$ cat config.mk
export PLATFORM = sky130hd
export DESIGN_NAME = keypad_guess_entry
export DESIGN_NICKNAME = d
export VERILOG_FILES = /design/src/rtl/keypad_guess_entry.sv
export SDC_FILE = /design/constraint.sdc
export NUM_CORES = 1
export LEC_CHECK = 0
export CORE_MARGIN = 4
export CORE_UTILIZATION = 31
export DETAILED_ROUTE_END_ITERATION = 7
export PLACE_DENSITY = 0.63
export SKIP_CTS_REPAIR_TIMING = 1
export SLEW_MARGIN = 20
export SYNTH_ARGS = -nofsm -noshare
export SYNTH_HDL_FRONTEND = slang
export SYNTH_SLANG_ARGS = --single-unit
$ cat constraint.sdc
create_clock -name clk -period 2.1 [get_ports clk]
set_input_delay 0.21 -clock clk [delete_from_list [all_inputs] [get_ports clk]]
set_output_delay 0.21 -clock clk [all_outputs]
set_load 0.01 [all_outputs]
$ cat src/rtl/keypad_guess_entry.sv
// Keypad front end: debounces decoder key codes into single key events and
// assembles them into a DIGITS-long BCD guess offered downstream over valid/ready.
module keypad_guess_entry #(
  parameter int DIGITS        = 4,
  parameter int STABLE_CYCLES = 100000
) (
  input  logic                  clk,
  input  logic                  rst_n,
  input  logic [3:0]            key_code,
  output logic [4*DIGITS-1:0]   guess,
  output logic [DIGITS-1:0]     digit_mask,
  output logic                  guess_valid,
  input  logic                  guess_ready,
  output logic                  reject
);

  localparam int            CW      = $clog2(STABLE_CYCLES);
  localparam logic [CW-1:0] CNT_MAX = CW'(STABLE_CYCLES - 1);
  localparam logic [3:0]    KEY_IDLE   = 4'hF;
  localparam logic [3:0]    KEY_SUBMIT = 4'hA;
  localparam logic [3:0]    KEY_BACK   = 4'hB;
  localparam logic [3:0]    KEY_CLEAR  = 4'hC;

  typedef enum logic {EDIT, OFFER} state_t;

  state_t                state, state_d;
  logic [3:0]            key_q, cand, last_acc;
  logic [CW-1:0]         stab_cnt;
  logic                  stable, key_evt;
  logic [4*DIGITS-1:0]   guess_d;
  logic [DIGITS-1:0]     mask_d;
  logic                  reject_d;
  logic                  full, empty;

  // A code that has already moved on in key_q is not treated as stable, so a
  // press must still be present on the processing edge to count.
  assign stable  = (stab_cnt == CNT_MAX) && (key_q == cand);
  assign key_evt = stable && (cand != KEY_IDLE) && (cand != last_acc);

  always_ff @(posedge clk) begin
    if (!rst_n) begin
      key_q    <= KEY_IDLE;
      cand     <= KEY_IDLE;
      stab_cnt <= '0;
      last_acc <= KEY_IDLE;
    end else begin
      key_q <= key_code;
      if (key_q != cand) begin
        cand     <= key_q;
        stab_cnt <= '0;
      end else if (stab_cnt != CNT_MAX) begin
        stab_cnt <= stab_cnt + CW'(1);
      end
      if (stable)
        last_acc <= cand;
    end
  end

  // The mask is a thermometer from bit 0, so its end bits give full/empty.
  assign full        = digit_mask[DIGITS-1];
  assign empty       = !digit_mask[0];
  assign guess_valid = (state == OFFER);

  always_comb begin
    state_d  = state;
    guess_d  = guess;
    mask_d   = digit_mask;
    reject_d = 1'b0;
    case (state)
      EDIT: begin
        if (key_evt) begin
          if (cand <= 4'd9) begin
            if (full) begin
              reject_d = 1'b1;
            end else begin
              guess_d = {guess[4*DIGITS-5:0], cand};
              mask_d  = {digit_mask[DIGITS-2:0], 1'b1};
            end
          end else if (cand == KEY_SUBMIT) begin
            if (full)
              state_d = OFFER;
            else
              reject_d = 1'b1;
          end else if (cand == KEY_BACK) begin
            if (empty) begin
              reject_d = 1'b1;
            end else begin
              guess_d = {4'h0, guess[4*DIGITS-1:4]};
              mask_d  = {1'b0, digit_mask[DIGITS-1:1]};
            end
          end else if (cand == KEY_CLEAR) begin
            guess_d = '0;
            mask_d  = '0;
          end
        end
      end
      OFFER: begin
        if (key_evt)
          reject_d = 1'b1;
        if (guess_ready) begin
          guess_d = '0;
          mask_d  = '0;
          state_d = EDIT;
        end
      end
      default: state_d = EDIT;
    endcase
  end

  always_ff @(posedge clk) begin
    if (!rst_n) begin
      state      <= EDIT;
      guess      <= '0;
      digit_mask <= '0;
      reject     <= 1'b0;
    end else begin
      state      <= state_d;
      guess      <= guess_d;
      digit_mask <= mask_d;
      reject     <= reject_d;
    end
  end

endmodule

== Word-level counts from Yosys, hierarchy flattened ==
Index checks and enable logic that the tools add are counted.

* Add/subtract/negate cells: 1
* $lt $le $gt $ge: 1
* Equal/unequal tests: 15
* Multiplexer cells: 32
* Bitwise operators: 2
* Reductions and logical operators: 7

{| class="wikitable"
|+ Operators with widths
! kind !! count
|-
| 16-bit 2-to-1 mux || 8
|-
| 4-bit 2-to-1 mux || 8
|-
| 16-bit one-hot mux with 2 select lines || 1
|-
| 17-bit by 1-bit adder with 17-bit output, second input constant || 1
|-
| 17-bit == test, second input constant || 1
|-
| 17-bit != test, second input constant || 1
|-
| 4-bit == test, second input constant || 3
|-
| 1-bit 2-to-1 mux || 12
|-
| 4-bit != test, second input constant || 3
|-
| 5-bit AND reduction || 2
|-
| 4-bit != test || 2
|-
| 4-bit one-hot mux with 2 select lines || 1
|-
| 3-bit != test, second input constant || 2
|-
| 6-bit AND reduction || 1
|-
| 4-bit == test || 1
|-
| 4-bit <= comparator, second input constant || 1
|-
| 2-bit != test, second input constant || 2
|-
| 1-bit one-hot mux with 2 select lines || 2
|-
| 1-bit logical AND || 3
|-
| 1-bit inverter || 2
|-
| 2-bit OR reduction || 1
|}

* Flip-flop bits (word level): 51
* Input port bits: 7

== Logic depth before layout (Yosys ltp) ==
Gate-level depths: netlist of run 1.

* Depth in word-level cells: 7
* Gate-level depth with buffers: 7

== Least setup slack after synthesis of run 1 ==
OpenSTA, ideal clock, no wires.

* Path kind: reg-to-reg
* Start point: reg stab_cnt[0]
* End point: reg digit_mask[0]
* Library setup time: 0.116 ns
* Arrival: 1.881 ns
* Required time: 1.984 ns
* Slack: 0.103 ns
* Cell stages (with the launch flop): 7
* Path buffers: 0
* Period minus slack after synthesis: 1.997 ns
* Cell sequence: dfxtp_1 ha_1 and4_1 nand4_2 or3_4 a2111o_1 a31o_1

* Word-level cells in the longest chain between the ends: 6

{| class="wikitable"
|+ RTL lines
! what !! RTL line !! source
|-
| start: declaration || 28 || <nowiki>logic [CW-1:0] stab_cnt;</nowiki>
|-
| start signal: assignment || 52 || <nowiki>stab_cnt <= stab_cnt + CW'(1);</nowiki>
|-
| 17-bit == test || 37 || <nowiki>assign stable = (stab_cnt == CNT_MAX) && (key_q == cand);</nowiki>
|-
| 1-bit logical AND || 37 ||
|-
| 1-bit logical AND (2 in series) || 38 || <nowiki>assign key_evt = stable && (cand != KEY_IDLE) && (cand != last_acc);</nowiki>
|-
| 2-bit != test (no line) || n/a ||
|-
| 5-bit AND reduction (no line) || n/a ||
|-
| end signal: assignment || 119 || <nowiki>digit_mask <= mask_d;</nowiki>
|-
| end: declaration || 11 || <nowiki>output logic [DIGITS-1:0] digit_mask,</nowiki>
|}

No other way between the ends.
A chain may end at the register's enable or synchronous reset.

== Worst setup path after layout of run 1 ==
* Start point: reg stab_cnt[8]
* End point: reg digit_mask[0]

The elaborated chain is that of the path after synthesis.

==> flow_summary.toml, run 1 <==
[sta]
fmax_mhz = 499
hold_viol = 0
whs_ns = 0.457
tns_ns = 0
period_needed_ns = 2.00
relSlewSlack = 0.727
drv_slew = 0
rsz0062_at_grt = "false"
worst_pin_slew_ns = 0.404
finClkSkew_ns = 0.00778
min_period_over_period = 0.954
setup_viol_count_final = 0

[worst_setup_path]
start_kind = "flop"
cp.required_ns = 2.31
worst-setup-path-type = "reg2reg"
cp_num_buf_inv = 0
r2r_slack_ns = 0.1
slowest_delay_ns = 0.45
arrival_ns = 2.22
path_cells = "nor4b_4 -> nand4_2 -> or3_4 -> a2111o_1 -> a31o_1"
crit_slowest_cell = "or3_4"
crit_family = "simple AND/OR/NAND/NOR gates"
crit_fanout = 4
end_kind = "flop"

[cells_and_area]
drive_gt1_frac = 0.175
nNetsFinal = 338
fin_area_mm2 = 0.00315
area_growth_pct = 28.4
antenna_cells = 0

[synth]
synth_top_family_by_area = "simple AND/OR/NAND/NOR gates"
yosysWarningCount = 0
synth.net_count = 288
ys_seq_elements = 51
synthArstFlopShare = 0
synth-simple-area-share = 0.268
yosysSeqAreaShare = 0.416
syn-cell-area_mm2 = 0.00245
ys_top_cells_by_area = "dfxtp_1 (42%), nand2_1 (6.0%), mux2i_1 (4.5%), xnor2_1 (3.9%), nor2_1 (3.4%)"
synthMuxAreaShare = 0.0541
syn_inst = 280
synth_compound_area_frac = 0.147
synthFlopType = "dfxtp_1"
synth_xor_area_frac = 0.0714
netlist.area_leader.share = 0.416
syn_avg_cell_area_um2 = 8.76
yosys.area.top_type = "dfxtp_1"
synthAdderAreaFrac = 0.00510
synth_edf_count = 0
yosys.cell_types.count = 46

[global_routing]
antenna_found_initial = 0
grt_pass1_wl_um = 9830
grt_max_degree = 36
grt_pass1_vias = 2152
grt_use_total = 0.122
overflow = 0

[clocking]
cts_made_buffers = 5
cts_tree = "built"
numClockSinks = 51
root_buffer = "clkbuf_8"
cts.htree.levels = 2
path_clk_slew_ns = 0.10
clock_path_buffers = 2
clock_latency_ns = 0.31

[power_and_ir_drop]
p_clk_frac = 0.352
peakVddDrop_v = 0.000341
p_int_w = 0.00128
p_leak_nw = 1.18
powerDensity_mw_per_mm2 = 544
seq_power_share = 0.574
swShare = 0.252
combPwrFrac = 0.075
p_switching_w = 0.000432

[die]
row_count = 32
dieArea_mm2 = 0.00940
die_y_um = 96.9
die_x_um = 96.9
fp.coreArea_mm2 = 0.00773
start_util = 0.317
pin_count = 29

[drt]
remaining_drc_errors = 0
first_pass_iters = 4
postRouteWirelength_um = 5640
drtIter0Drc = 86
routed-via-count = 2183
wl_per_cell_um = 13.0
via_per_inst = 5.04
antenna_left = 0

[place]
io_buffer_count = 28
gp_congestion = 0.858
dp_hpwl_um = 4100
postPlaceCellArea_mm2 = 0.00302

[status]
status = "complete, no violations"

[job]
maxCapViolCount = 0

[worst_hold_path]
min_path_type = "in2reg"
## layout by cell type, fill, tap and decap left out, drive strengths merged, types with 7 or more instances in the layout
master	instances
a22o	8
nand2	39
xnor2	11
nor2	22
nand4	9
nor3	8
o21ai	11
nand3	10
xor2	9
mux2i	11
clkdlybuf4s50	28
nand2b	11
buf	32
a21oi	9
dfxtp	51
a32o	7
## logic make-up (layout without fill, tap and decap cells)
kind of cell | Yosys count | count (layout)
AND/OR/NAND/NOR | 123 | 123
flip-flops | 51 | 51
AO/OA/AOI/OAI | 50 | 50
buffers and inverters | 22 | 73
XOR/XNOR | 20 | 20
multiplexers | 13 | 13
adder cells (fa/ha/maj) | 1 | 1
## layer usage
layer  global-route usage  wire, um  up-vias
li1                     -         -     1104
met1                0.161      2730     1017
met2                0.201      2590       54
met3               0.0288       252        8
met4               0.0313        67        0
met5                    0         0        -
## sequential cells by signal, summed over array words and instances, names as in the netlist
register     count
last_acc         4
digit_mask       4
reject           1
guess_valid      1
cand             4
stab_cnt        17
key_q            4
guess           16
## path summary, 6_finish.rpt
path,startpoint,end,cells past startpoint
max reg2reg,stab_cnt[8],digit_mask[0],5
max,stab_cnt[8],digit_mask[0],5
min reg2reg,key_q[3],cand[3],1
min,key_code[1],key_q[1],2
## worst reg2reg max path, stage by stage, from the launching register on
cell	delay, ns
dfxtp_4	0.36
nor4b_4	0.37
nand4_2	0.16
or3_4	0.45
a2111o_1	0.36
a31o_1	0.21
## metrics by stage
stage                     instances  utilization  power (W)  worst slack [ns]
after floorplan                 280            -    0.00108             0.103
after global placement          424        0.391    0.00113            0.0200
after detailed placement        424        0.391    0.00113           -0.0216
after CTS                       432        0.403    0.00174           -0.0623
after global routing            433        0.407    0.00179         0.0000742
final                           433        0.407    0.00171            0.0973
## cell usage after synthesis (5+ instances only)
master	instances
a32o_1	7
nor4_1	5
xnor2_1	11
xor2_1	9
nand3_1	10
nand2_1	39
a21oi_1	9
nor3_1	8
nor2_1	22
mux2i_1	11
and3_1	5
clkbuf_1	9
inv_1	5
o21ai_0	11
nand2b_1	11
nand4_1	8
buf_2	5
dfxtp_1	51
a22o_1	8
## cell type report
class	count	area, um^2
multi-input cells	207	1360
fillers	762	4580
repair buffers	60	520
flip-flops and latches	51	1030
inverters	5	18.8
clock inverters	3	28.8
well taps	102	128
clock buffers	5	68.8
## power groups by stage
stage | clock [W] | combinational [W] | sequential [W]
after floorplan | 0 | 0.0000763 | 0.00100
after global placement | 0 | 0.000126 | 0.00101
after detailed placement | 0 | 0.000126 | 0.00101
after CTS | 0.000626 | 0.000126 | 0.000984
after global routing | 0.000666 | 0.000141 | 0.000985
final | 0.000602 | 0.000128 | 0.000983
(Power assumes the default switching activity.)
==> run 2, diff against run 1 <==
--- a/config.mk
+++ b/config.mk
@@ -6,9 +6,10 @@
 export NUM_CORES = 1
 export LEC_CHECK = 0
 export CORE_MARGIN = 4
-export CORE_UTILIZATION = 31
+export CORE_UTILIZATION = 40
 export DETAILED_ROUTE_END_ITERATION = 7
-export PLACE_DENSITY = 0.63
+export DONT_BUFFER_PORTS = 1
+export PLACE_DENSITY = 0.68
 export SKIP_CTS_REPAIR_TIMING = 1
 export SLEW_MARGIN = 20
 export SYNTH_ARGS = -nofsm -noshare
==> run 2 against run 1 <==
Effect of this change:
- non-clock buffer count fell by 37
- clock power fell by 3%
- critical path depth did not move
- sequential share of layout area rose by 4.2 points
- count of clock-buffer cells in the layout rose by 2
- first-iteration DRC count rose by 73%
- die area fell by 21%
- power fell by 2.3%
- worst hold slack got worse by 0.45 ns
- utilization rose by 6.4 points
- final area fell by 11%
- sequential power barely moved
==> flow_summary.toml, run 2 (synthesized netlist as in run 1, its figures left out) <==
[die]
die_y_um = 86.3
row_count = 28
pin_count = 29
start_util = 0.414
fp.coreArea_mm2 = 0.00592
dieArea_mm2 = 0.00745
die_x_um = 86.3

[worst_setup_path]
worst-setup-path-type = "reg2reg"
cp_num_buf_inv = 0
path_cells = "mux2_2 -> a21o_1 -> or3_1 -> nor4b_2 -> a41o_1"
crit_slowest_cell = "nor4b_2"
start_kind = "flop"
arrival_ns = 2.28
slowest_delay_ns = 0.42
end_kind = "flop"
crit_family = "simple AND/OR/NAND/NOR gates"
crit_fanout = 4
cp.required_ns = 2.35

[global_routing]
grt_pass1_vias = 1901
overflow = 0
grt_pass1_wl_um = 9110
grt_use_total = 0.149
antenna_found_initial = 0
grt_max_degree = 37

[clocking]
path_clk_slew_ns = 0.09
root_buffer = "clkbuf_8"
cts.htree.levels = 2
numClockSinks = 51
cts_made_buffers = 5
clock_path_buffers = 2
cts_tree = "built"
clock_latency_ns = 0.30

[place]
gp_congestion = 0.925
post-place-ws_ns = 0.0434
postPlaceCellArea_mm2 = 0.00263
io_buffer_count = 0
dp_hpwl_um = 3830

[sta]
finClkSkew_ns = 0.00831
min_period_over_period = 0.966
relSlewSlack = 0.707
worst_pin_slew_ns = 0.438
drv_slew = 0
fmax_mhz = 493
hold_viol = 0
rsz0062_at_grt = "true"
setup_viol_count_final = 0
finalWorstSetupSlack_ns = 0.0724
period_needed_ns = 2.03
tns_ns = 0

[cells_and_area]
regMostFlops = "stab_cnt"
antenna_cells = 0
largest_reg_flops = 17
fillers = 582
final_common_cell = "dfxtp_1"
area_growth_pct = 13.7
nNetsFinal = 301
biggestRegsByFlops = "stab_cnt: 17 flops, guess: 16 flops"
multiInputGateArea_mm2 = 0.00136
drive_gt1_frac = 0.156
final_cell_mix = "dfxtp_1 (45), nand2_1 (39), nor2_1 (22), buf_4 (18)"
final-seq-area_mm2 = 0.00103
fin_area_mm2 = 0.00279

[drt]
via_per_inst = 5.57
drtIter0Drc = 149
first_pass_iters = 4
wl_per_cell_um = 14.8
antenna_left = 0
routed-via-count = 2055
remaining_drc_errors = 0
postRouteWirelength_um = 5460

[power_and_ir_drop]
peakVddDrop_v = 0.000486
p_leak_nw = 1.04
powerDensity_mw_per_mm2 = 600

[status]
status = "complete, no violations"

[worst_hold_path]
min_path_type = "in2reg"

[job]
maxCapViolCount = 0
run 2: cell count changes in the layout (fill, tap and decap cells not counted), sizes merged:
cell,before,now
buf,32,19
clkbuf,5,7
clkdlybuf4s50,28,0
clkinv,2,1
dlygate4sd3,0,4
inv,6,5
run 2: final timing paths:
kind	slack, ns	to	cells past startpoint	startpoint
worst max-delay path	0.07	guess[3]	5	cand[0]
worst min-delay path	0.005	key_q[3]	1	key_code[3]
worst max register to register	0.07	guess[3]	5	cand[0]
worst min register to register	0.47	stab_cnt[1]	2	stab_cnt[1]
run 2: layer usage:
layer,vias up,share of wire,track usage
met5,-,0,0
met4,0,0.012,0.0425
met3,7,0.074,0.0342
met2,59,0.46,0.225
met1,966,0.45,0.212
li1,1023,-,-
run 2: layout make-up:
| class | instances | area share |
|---|---|---|
| clock buffers | 7 | 0.0310 |
| flip-flops and latches | 51 | 0.369 |
| clock inverters | 1 | 0.00314 |
| multi-input cells | 207 | 0.487 |
| inverters | 5 | 0.00673 |
| repair buffers | 23 | 0.0700 |
| well taps | 75 | 0.0336 |
run 2: worst reg2reg max path, stage by stage (launching register included):
cell	delay, ns
dfxtp_1	0.39
mux2_2	0.37
a21o_1	0.22
or3_1	0.36
nor4b_2	0.42
a41o_1	0.23
run 2: through the flow:
| stage | power, W | hold WS (ns) | utilization | std cells |
|---|---|---|---|---|
| floorplan | 0.00108 | 0.311 | - | 280 |
| global placement | 0.00110 | 0.287 | 0.444 | 357 |
| detailed placement | 0.00110 | 0.289 | 0.444 | 357 |
| CTS | 0.00168 | -0.0285 | 0.460 | 365 |
| global route | 0.00175 | 0.00223 | 0.471 | 369 |
| finish | 0.00167 | 0.00506 | 0.471 | 369 |
run 2: power breakdown:
part / total [W] / internal [W] / switching, W
Combinational: 0.000103 / 0.0000441 / 0.0000585
Clock: 0.000585 / 0.000270 / 0.000315
Sequential: 0.000986 / 0.000976 / 0.00000984
